===== src/rtl/b_ev_randombit_loader_pkg.sv =====
// Shared ER parameters for the EV random bit loader: word widths, default depth and FSM encoding.
package b_ev_randombit_loader_pkg;

    localparam int unsigned EV_W          = 64;
    localparam int unsigned EV_IN_W       = 32;
    localparam int unsigned EV_DEPTH_DEF  = 16384;
    localparam int unsigned EV_ADDR_W_DEF = 14;
    localparam int unsigned EV_WEA_W      = 8;

    typedef enum logic [1:0] {
        ST_IDLE    = 2'd0,
        ST_WAIT_HI = 2'd1,
        ST_WAIT_LO = 2'd2,
        ST_FULL    = 2'd3
    } ev_state_e;

endpackage


===== src/rtl/b_ev_randombit_loader_word_packer.sv =====
// ev_word_packer: pairs two 32-bit words into one 64-bit BRAM write and registers
// the port-A strobe, address and data so they are valid for exactly one cycle.
module ev_word_packer
    import b_ev_randombit_loader_pkg::*;
#(
    parameter int unsigned ADDR_W = EV_ADDR_W_DEF
) (
    input  logic                clk,
    input  logic                rst_n,
    input  logic                flush,
    input  logic                hi_load,
    input  logic                lo_write,
    input  logic [EV_IN_W-1:0]  in_data,
    input  logic [ADDR_W-1:0]   wr_addr,
    output logic [EV_WEA_W-1:0] wea,
    output logic [ADDR_W-1:0]   addra,
    output logic [EV_W-1:0]     dina
);

    logic [EV_IN_W-1:0]  hi_q, hi_d;
    logic [EV_WEA_W-1:0] wea_q, wea_d;
    logic [ADDR_W-1:0]   addra_q, addra_d;
    logic [EV_W-1:0]     dina_q, dina_d;

    // First word of a pair lands in the upper half of the BRAM word.
    always_comb begin
        hi_d    = hi_q;
        wea_d   = '0;
        addra_d = addra_q;
        dina_d  = dina_q;
        if (flush) begin
            hi_d = '0;
        end else if (hi_load) begin
            hi_d = in_data;
        end else if (lo_write) begin
            wea_d   = '1;
            addra_d = wr_addr;
            dina_d  = {hi_q, in_data};
        end
    end

    always_ff @(posedge clk or negedge rst_n) begin
        if (!rst_n) begin
            hi_q    <= '0;
            wea_q   <= '0;
            addra_q <= '0;
            dina_q  <= '0;
        end else begin
            hi_q    <= hi_d;
            wea_q   <= wea_d;
            addra_q <= addra_d;
            dina_q  <= dina_d;
        end
    end

    assign wea   = wea_q;
    assign addra = addra_q;
    assign dina  = dina_q;

endmodule


===== src/rtl/b_ev_randombit_loader.sv =====
// Loads Bob's EV random bit BRAM (port A) from a 32-bit valid/ready stream and flags full.
// Optional running XOR checksum output when EV_LOADER_CHECKSUM_EN is defined.
module b_ev_randombit_loader
    import b_ev_randombit_loader_pkg::*;
#(
    parameter int unsigned EV_DEPTH  = EV_DEPTH_DEF,
    parameter int unsigned EV_ADDR_W = EV_ADDR_W_DEF
) (
    input  logic                 clk,
    input  logic                 rst_n,
    input  logic                 start_ev_load,
    input  logic                 reset_er_parameter,
    input  logic [EV_IN_W-1:0]   ev_in_data,
    input  logic                 ev_in_valid,
    output logic                 ev_in_ready,
    output logic                 EVrandombit_clka,
    output logic                 EVrandombit_ena,
    output logic                 EVrandombit_rsta,
    output logic [EV_WEA_W-1:0]  EVrandombit_wea,
    output logic [EV_ADDR_W-1:0] EVrandombit_addra,
    output logic [EV_W-1:0]      EVrandombit_dina,
    output logic                 EVrandombit_full,
    output logic                 ev_load_busy,
    output logic [EV_ADDR_W:0]   ev_word_count
`ifdef EV_LOADER_CHECKSUM_EN
    ,
    output logic [EV_IN_W-1:0]   ev_checksum
`endif
);

    localparam int unsigned CNT_W = EV_ADDR_W + 1;

    ev_state_e        state_q, state_d;
    logic [CNT_W-1:0] count_q, count_d;
    logic             full_q, full_d;
    logic             ready_q, ready_d;
    logic             busy_q, busy_d;
    logic             accept;
    logic             hi_acc;
    logic             lo_acc;
    logic             last_pair;

    // Reset pulse suppresses any capture or new strobe in its own cycle.
    assign accept    = ev_in_valid && ready_q;
    assign hi_acc    = accept && (state_q == ST_WAIT_HI) && !reset_er_parameter;
    assign lo_acc    = accept && (state_q == ST_WAIT_LO) && !reset_er_parameter;
    assign last_pair = (count_q + CNT_W'(1)) == CNT_W'(EV_DEPTH);

    always_comb begin
        state_d = state_q;
        count_d = count_q;
        full_d  = full_q;
        case (state_q)
            ST_IDLE: begin
                if (start_ev_load) begin
                    state_d = ST_WAIT_HI;
                    count_d = '0;
                end
            end
            ST_WAIT_HI: begin
                if (hi_acc) begin
                    state_d = ST_WAIT_LO;
                end
            end
            ST_WAIT_LO: begin
                if (lo_acc) begin
                    count_d = count_q + CNT_W'(1);
                    if (last_pair) begin
                        state_d = ST_FULL;
                        full_d  = 1'b1;
                    end else begin
                        state_d = ST_WAIT_HI;
                    end
                end
            end
            ST_FULL: begin
                full_d = 1'b1;
            end
            default: begin
                state_d = ST_IDLE;
            end
        endcase
        if (reset_er_parameter) begin
            state_d = ST_IDLE;
            count_d = '0;
            full_d  = 1'b0;
        end
        ready_d = (state_d == ST_WAIT_HI) || (state_d == ST_WAIT_LO);
        busy_d  = ready_d;
    end

    always_ff @(posedge clk or negedge rst_n) begin
        if (!rst_n) begin
            state_q <= ST_IDLE;
            count_q <= '0;
            full_q  <= 1'b0;
            ready_q <= 1'b0;
            busy_q  <= 1'b0;
        end else begin
            state_q <= state_d;
            count_q <= count_d;
            full_q  <= full_d;
            ready_q <= ready_d;
            busy_q  <= busy_d;
        end
    end

    ev_word_packer #(
        .ADDR_W (EV_ADDR_W)
    ) u_packer (
        .clk      (clk),
        .rst_n    (rst_n),
        .flush    (reset_er_parameter),
        .hi_load  (hi_acc),
        .lo_write (lo_acc),
        .in_data  (ev_in_data),
        .wr_addr  (count_q[EV_ADDR_W-1:0]),
        .wea      (EVrandombit_wea),
        .addra    (EVrandombit_addra),
        .dina     (EVrandombit_dina)
    );

`ifdef EV_LOADER_CHECKSUM_EN
    logic [EV_IN_W-1:0] cks_q, cks_d;

    // Accepts only happen in the wait states, so the value freezes once FULL is reached.
    always_comb begin
        cks_d = cks_q;
        if (reset_er_parameter || ((state_q == ST_IDLE) && start_ev_load)) begin
            cks_d = '0;
        end else if (accept) begin
            cks_d = cks_q ^ ev_in_data;
        end
    end

    always_ff @(posedge clk or negedge rst_n) begin
        if (!rst_n) begin
            cks_q <= '0;
        end else begin
            cks_q <= cks_d;
        end
    end

    assign ev_checksum = cks_q;
`endif

    assign EVrandombit_clka = clk;
    assign EVrandombit_ena  = 1'b1;
    assign EVrandombit_rsta = 1'b0;
    assign EVrandombit_full = full_q;
    assign ev_in_ready      = ready_q;
    assign ev_load_busy     = busy_q;
    assign ev_word_count    = count_q;

endmodule


===== config.mk =====
export PLATFORM = sky130hd
export DESIGN_NAME = b_ev_randombit_loader
export DESIGN_NICKNAME = d
export VERILOG_FILES = /design/src/rtl/b_ev_randombit_loader_pkg.sv /design/src/rtl/b_ev_randombit_loader_word_packer.sv /design/src/rtl/b_ev_randombit_loader.sv
export SDC_FILE = /design/constraint.sdc
export NUM_CORES = 1
export LEC_CHECK = 0
export CAP_MARGIN = 5
export CORE_MARGIN = 2
export CORE_UTILIZATION = 35
export DETAILED_ROUTE_END_ITERATION = 7
export GPL_ROUTABILITY_DRIVEN = 0
export PLACE_DENSITY_LB_ADDON = 0.12
export SLEW_MARGIN = 20
export SYNTH_ARGS = -nofsm -noshare
export SYNTH_HDL_FRONTEND = slang
export SYNTH_HIERARCHICAL = 1
export SYNTH_SLANG_ARGS = --single-unit

===== constraint.sdc =====
create_clock -name clk -period 2.7 [get_ports clk]
set_clock_uncertainty 0.15 [all_clocks]
set_input_delay 0.81 -clock clk [delete_from_list [all_inputs] [get_ports clk]]
set_output_delay 0.81 -clock clk [all_outputs]
set_load 0.1 [all_outputs]

==> results of run 1 <==
worst min-delay path by stage:
stage | to | depth (start not counted) | start
final | ev_word_count[13]$_DFFE_PN0P_ | 1 | rst_n
after global routing | ev_word_count[13]$_DFFE_PN0P_ | 1 | rst_n
after CTS | ev_word_count[13]$_DFFE_PN0P_ | 1 | rst_n
after detailed placement | u_packer/addra[6]$_DFFE_PN0P_ | 1 | u_packer/addra[6]$_DFFE_PN0P_
after global placement | u_packer/addra[5]$_DFFE_PN0P_ | 1 | u_packer/addra[5]$_DFFE_PN0P_
after floorplan | u_packer/dina[63]$_DFFE_PN0P_ | 1 | u_packer/hi_q[31]$_DFFE_PN0P_
registers in the layout, summed over array words and instances (netlist names):
register,cells
u_packer/addra,14
u_packer/wea,1
ev_word_count,15
ev_load_busy,1
state_q,2
EVrandombit_full,1
u_packer/hi_q,32
u_packer/dina,64
area by class of cell:
type / instances / area, sq um / area share
clock inverter: 8 / 150 / 0.0191
multi-input combinational: 271 / 2130 / 0.271
tap: 216 / 270 / 0.0343
clock buffer: 26 / 566 / 0.0719
sequential: 130 / 3260 / 0.414
timing repair buffer: 161 / 1480 / 0.188
inverter: 3 / 13.8 / 0.00175
Yosys cell counts, types with 4 or more instances:
cell type,number
a21oi_1,8
buf_2,17
buf_4,12
clkbuf_1,8
dfrtp_1,130
mux2_1,9
mux2_2,69
mux2i_1,32
nand2_1,19
nand3_1,7
nor2_1,49
nor3_1,4
o21ai_0,22
o31ai_1,6
power by group:
group | switching, uW | internal, uW | total, uW | leakage, uW
Clock | 972 | 1850 | 2820 | 0.000347
Sequential | 18.7 | 1980 | 2000 | 0.00181
Combinational | 270 | 112 | 383 | 0.00167
Total | 1260 | 3940 | 5200 | 0.00382
repair_timing:
action                                  4_1_cts  5_1_grt
resized for setup                            10        0
endpoints found under the hold margin         0        0
endpoints found under the setup margin        1        0
buffers inserted                              0        0
per-layer routing:
layer	global-route usage	wire [um]	vias to the layer above
met2	0.236	6200	103
met1	0.208	5890	1949
met4	0.0557	150	0
li1	-	-	1836
met3	0.0615	688	10
met5	0	0	-
kinds of logic after synthesis:
kind of cell             after synthesis  synth area share
XOR/XNOR                               4           0.00625
AO/OA/AOI/OAI                         53            0.0634
other                                  2           0.00134
buffers and inverters                 41            0.0406
flip-flops                           130             0.580
adder cells (fa/ha/maj)                2           0.00446
multiplexers                         110             0.214
AND/OR/NAND/NOR                      100            0.0899
per-stage QoR:
step,std cells,util,total power (uW)
6_report,815,0.499,5200
4_1_cts,815,0.499,5280
5_1_grt,815,0.499,5400
3_5_place_dp,782,0.454,2560
3_3_place_gp,782,0.454,2560
2_1_floorplan,442,-,2390
==> flow_metrics.env, run 1 <==
export IMPL_port_buffers=141
export IMPL_worst_path_stages=2
export IMPL_setup_slack_ps=107
export IMPL_ys_async_sr_fraction=1.00
export IMPL_vias=3898
export IMPL_crit_path_end="EVrandombit_clka"
export IMPL_power_density_nw_per_um2=661
export IMPL_fin_tns_setup_ps=0
export IMPL_min_path_type="input port to asynchronous set/reset pin"
export IMPL_ios=144
export IMPL_die_x_um=131
export IMPL_critical_path_class="clock port to output pin"
export IMPL_cp_max_fo=2
export IMPL_final_layout_size_suffix_gt1_frac=0.404
export IMPL_die_h_um=131
export IMPL_crit_path_end_kind="output pin"
export IMPL_clkTransAtPathRegs_ps=50
export IMPL_synth_area_sq_um=5610
export IMPL_dr_pass1_iters=4
export IMPL_maxSlewHeadroom=0.641
export IMPL_syn_inst=442
export IMPL_avgViaCountPerCell=4.78
export IMPL_mostFrequentLayoutCells="dfrtp_1, buf_4, mux2_2"
export IMPL_reg2reg_to="state_q[1]$_DFF_PN0_"
export IMPL_post_dp_cell_area_sq_um=7160
export IMPL_synth_edf_count=0
export IMPL_ff2ff_path_depth=6
export IMPL_rrSetupSlack_ps=400
export IMPL_drc_errors=0
export IMPL_tightest_slew_ps=538
export IMPL_hold_viol=0
export IMPL_post_place_ws_ps=-550
export IMPL_critPathLaunch="clk"
export IMPL_mostFrequentLayoutCell="dfrtp_1"
export IMPL_synth_cell_types=50
export IMPL_gr_usage_all_layers=0.157
export IMPL_synth_seq_area_share=0.580
export IMPL_dieArea_sq_um=17000
export IMPL_num_rows=46
export IMPL_crit_buf_inv=2
export IMPL_grt_pass1_vias=3890
export IMPL_cp_required_ps=1740
export IMPL_yosys_register_bits=130
export IMPL_outcome="complete, no violations"
export IMPL_synth_ff_type="dfrtp_1"
export IMPL_path_cells="clkbuf_16, buf_16"
export IMPL_dp_hpwl_um=8990
export IMPL_cp_top_family="buffers and inverters"
export IMPL_antenna_found_initial=0
export IMPL_netlist_area_leader_share=0.580
export IMPL_crit_path_start_kind="clock port"
export IMPL_grt_max_degree=55
export IMPL_wl_per_cell_um=15.9
export IMPL_grt_pass1_wl_um=20400
export IMPL_final_max_slew_violation_count=0
export IMPL_synth_avg_cell_area_sq_um=12.7
export IMPL_antenna_cells=0
export IMPL_yosysWarnings=6
export IMPL_layout_nets=626
export IMPL_hold_buffers=0
export IMPL_coreArea_sq_um=15800
export IMPL_critical_path_max_stage_delay_ps=160
export IMPL_setup_viol=0
export IMPL_design_area_sq_um=7870
export IMPL_grt_setup_unrepaired="false"
export IMPL_syn_to_final_growth_pct=40.4
export IMPL_clk_latency_ps=520
export IMPL_worstPathArrival_ps=1630
export IMPL_n_fill_cell=1426
export IMPL_drt_iter0_markers=167
export IMPL_hold_ws_ps=96.7
export IMPL_synth_area_top_cells="dfrtp_1, mux2_2, mux2i_1"
export IMPL_start_util=0.356
export IMPL_vdd_drop_max_mv=1.16
export IMPL_maxCapViolCount=0
export IMPL_overflow=0
export IMPL_synth_fp_nets=481
export IMPL_timing_rr_start="ev_word_count[0]$_DFFE_PN0P_"
export IMPL_final_antenna_net_count=0
export IMPL_cts_tree="yes"
export IMPL_totalWireLength_um=12900
export IMPL_synth_top_area_cell="dfrtp_1"
export IMPL_leakagePower_uw=0.00382
export IMPL_cpMaxStageDelayCell="buf_16"
(Power assumes the default switching activity.)
==> run 2, diff against run 1 <==
PLACE_DENSITY = 0.59   (was default)
PLACE_DENSITY_LB_ADDON = default   (was 0.12)
==> run 2 against run 1 <==
Effect of this change: cell area decreased by 1.6%; core utilization decreased by 0.79 points; via count increased by 0.64%; wire length decreased by 1.8%; critical path depth unchanged; setup slack got worse by 0.70 ps; critical endpoint unchanged; largest cell class unchanged; largest power group unchanged; highest routed layer unchanged.
==> flow_metrics.env, run 2 (same netlist as run 1, synthesis figures left out) <==
export IMPL_design_area_sq_um=7750
export IMPL_antenna_cells=0
export IMPL_grt_setup_unrepaired="false"
export IMPL_power_density_nw_per_um2=659
export IMPL_ff2ff_path_depth=6
export IMPL_grt_max_degree=55
export IMPL_dp_hpwl_um=8830
export IMPL_grt_pass1_vias=4031
export IMPL_cts_resized=10
export IMPL_hold_ws_ps=95.6
export IMPL_grt_pass1_wl_um=20700
export IMPL_final_cell_count_no_fill=816
export IMPL_maxCapViolCount=0
export IMPL_totalWireLength_um=12700
export IMPL_drt_iter0_markers=226
export IMPL_port_buffers=141
export IMPL_reg2reg_to="u_packer/dina[10]$_DFFE_PN0P_"
export IMPL_switching_share=0.257
export IMPL_antenna_found_initial=0
export IMPL_die_x_um=131
export IMPL_fin_tns_setup_ps=0
export IMPL_dp_cells=782
export IMPL_vias=3923
export IMPL_num_rows=46
export IMPL_final_max_slew_violation_count=0
export IMPL_path_cells="clkbuf_16, buf_16"
export IMPL_clk_latency_ps=520
export IMPL_mostFrequentLayoutCells="dfrtp_1, buf_4, mux2_2"
export IMPL_final_antenna_net_count=0
export IMPL_min_path_type="input port to asynchronous set/reset pin"
export IMPL_dieArea_sq_um=17000
export IMPL_setup_viol=0
export IMPL_dr_pass1_iters=4
export IMPL_leakagePower_uw=0.00377
export IMPL_start_util=0.356
export IMPL_largest_reg_flops=64
export IMPL_clkTransAtPathRegs_ps=60
export IMPL_crit_path_start_kind="clock port"
export IMPL_gr_usage_all_layers=0.161
export IMPL_wl_per_cell_um=15.6
export IMPL_cp_max_fo=2
export IMPL_final_core_util=0.491
export IMPL_rrSetupSlack_ps=360
export IMPL_mostFrequentLayoutCell="dfrtp_1"
export IMPL_p_int_uw=3790
export IMPL_layout_nets=626
export IMPL_critical_path_max_stage_delay_ps=160
export IMPL_power_frac_seq=0.391
export IMPL_vdd_drop_max_mv=0.890
export IMPL_p_clk_frac=0.534
export IMPL_cp_required_ps=1740
export IMPL_outcome="complete, no violations"
export IMPL_ios=144
export IMPL_timing_rr_start="state_q[1]$_DFF_PN0_"
export IMPL_final_layout_size_suffix_gt1_frac=0.407
export IMPL_post_dp_cell_area_sq_um=7060
export IMPL_p_switching_uw=1310
export IMPL_overflow=0
export IMPL_hold_buffers=0
export IMPL_post_cts_repair_setup_buffers=0
export IMPL_coreArea_sq_um=15800
export IMPL_die_h_um=131
export IMPL_cp_top_family="buffers and inverters"
export IMPL_syn_to_final_growth_pct=38.2
export IMPL_comb_power_share=0.075
export IMPL_worstPathArrival_ps=1630
export IMPL_crit_path_end_kind="output pin"
export IMPL_cpMaxStageDelayCell="buf_16"
export IMPL_cts_tree="yes"
export IMPL_critical_path_class="clock port to output pin"
export IMPL_avgViaCountPerCell=4.81
export IMPL_hold_viol=0
export IMPL_crit_buf_inv=2
export IMPL_drc_errors=0
export IMPL_n_fill_cell=1448
-- run 2: cell count changes in the layout (fill, tap and decap cells not counted), sizes merged --
cell / before / now
inv: 3 / 7
clkbuf: 25 / 21
clkinv: 3 / 2
bufinv: 4 / 3
clkinvlp: 1 / 4
-- run 2: how the worst max path moves through the flow --
stage                             from                       endpoint  slack, ps  cells past startpoint
detailed placement                 clk               EVrandombit_clka       -550                      1
global placement                   clk               EVrandombit_clka       -550                      1
floorplan           reset_er_parameter  u_packer/addra[4]$_DFFE_PN0P_          2                      8
global route               ev_in_valid  u_packer/dina[49]$_DFFE_PN0P_        100                      7
finish                             clk               EVrandombit_clka        110                      2
CTS                                clk               EVrandombit_clka        110                      2
-- run 2: through the flow --
step,power (uW),worst slack [ps]
4_1_cts,5180,105
3_5_place_dp,2560,-550
5_1_grt,5300,96.6
6_report,5100,106
3_3_place_gp,2560,-550
2_1_floorplan,2390,2.17
-- run 2: metal layers --
metal	wire length, um	global-route usage
met5	0	0
met4	437	0.0995
met3	707	0.0444
met2	6280	0.258
met1	5260	0.192
-- run 2: area by class of cell --
class                      instances  area [sq um]  share of cell area
tap                              216           270              0.0349
clock buffer                      22           520              0.0672
multi-input combinational        271          2130               0.275
sequential                       130          3260               0.420
clock inverter                    13           175              0.0226
timing repair buffer             161          1380               0.178
inverter                           3          13.8             0.00178
-- run 2: power groups by stage --
stage	Sequential (uW)	Combinational [uW]	Clock [uW]
3_3_place_gp	2030	386	145
4_1_cts	2000	390	2800
3_5_place_dp	2030	389	145
5_1_grt	2000	407	2900
6_report	2000	383	2720
2_1_floorplan	2170	84.8	140
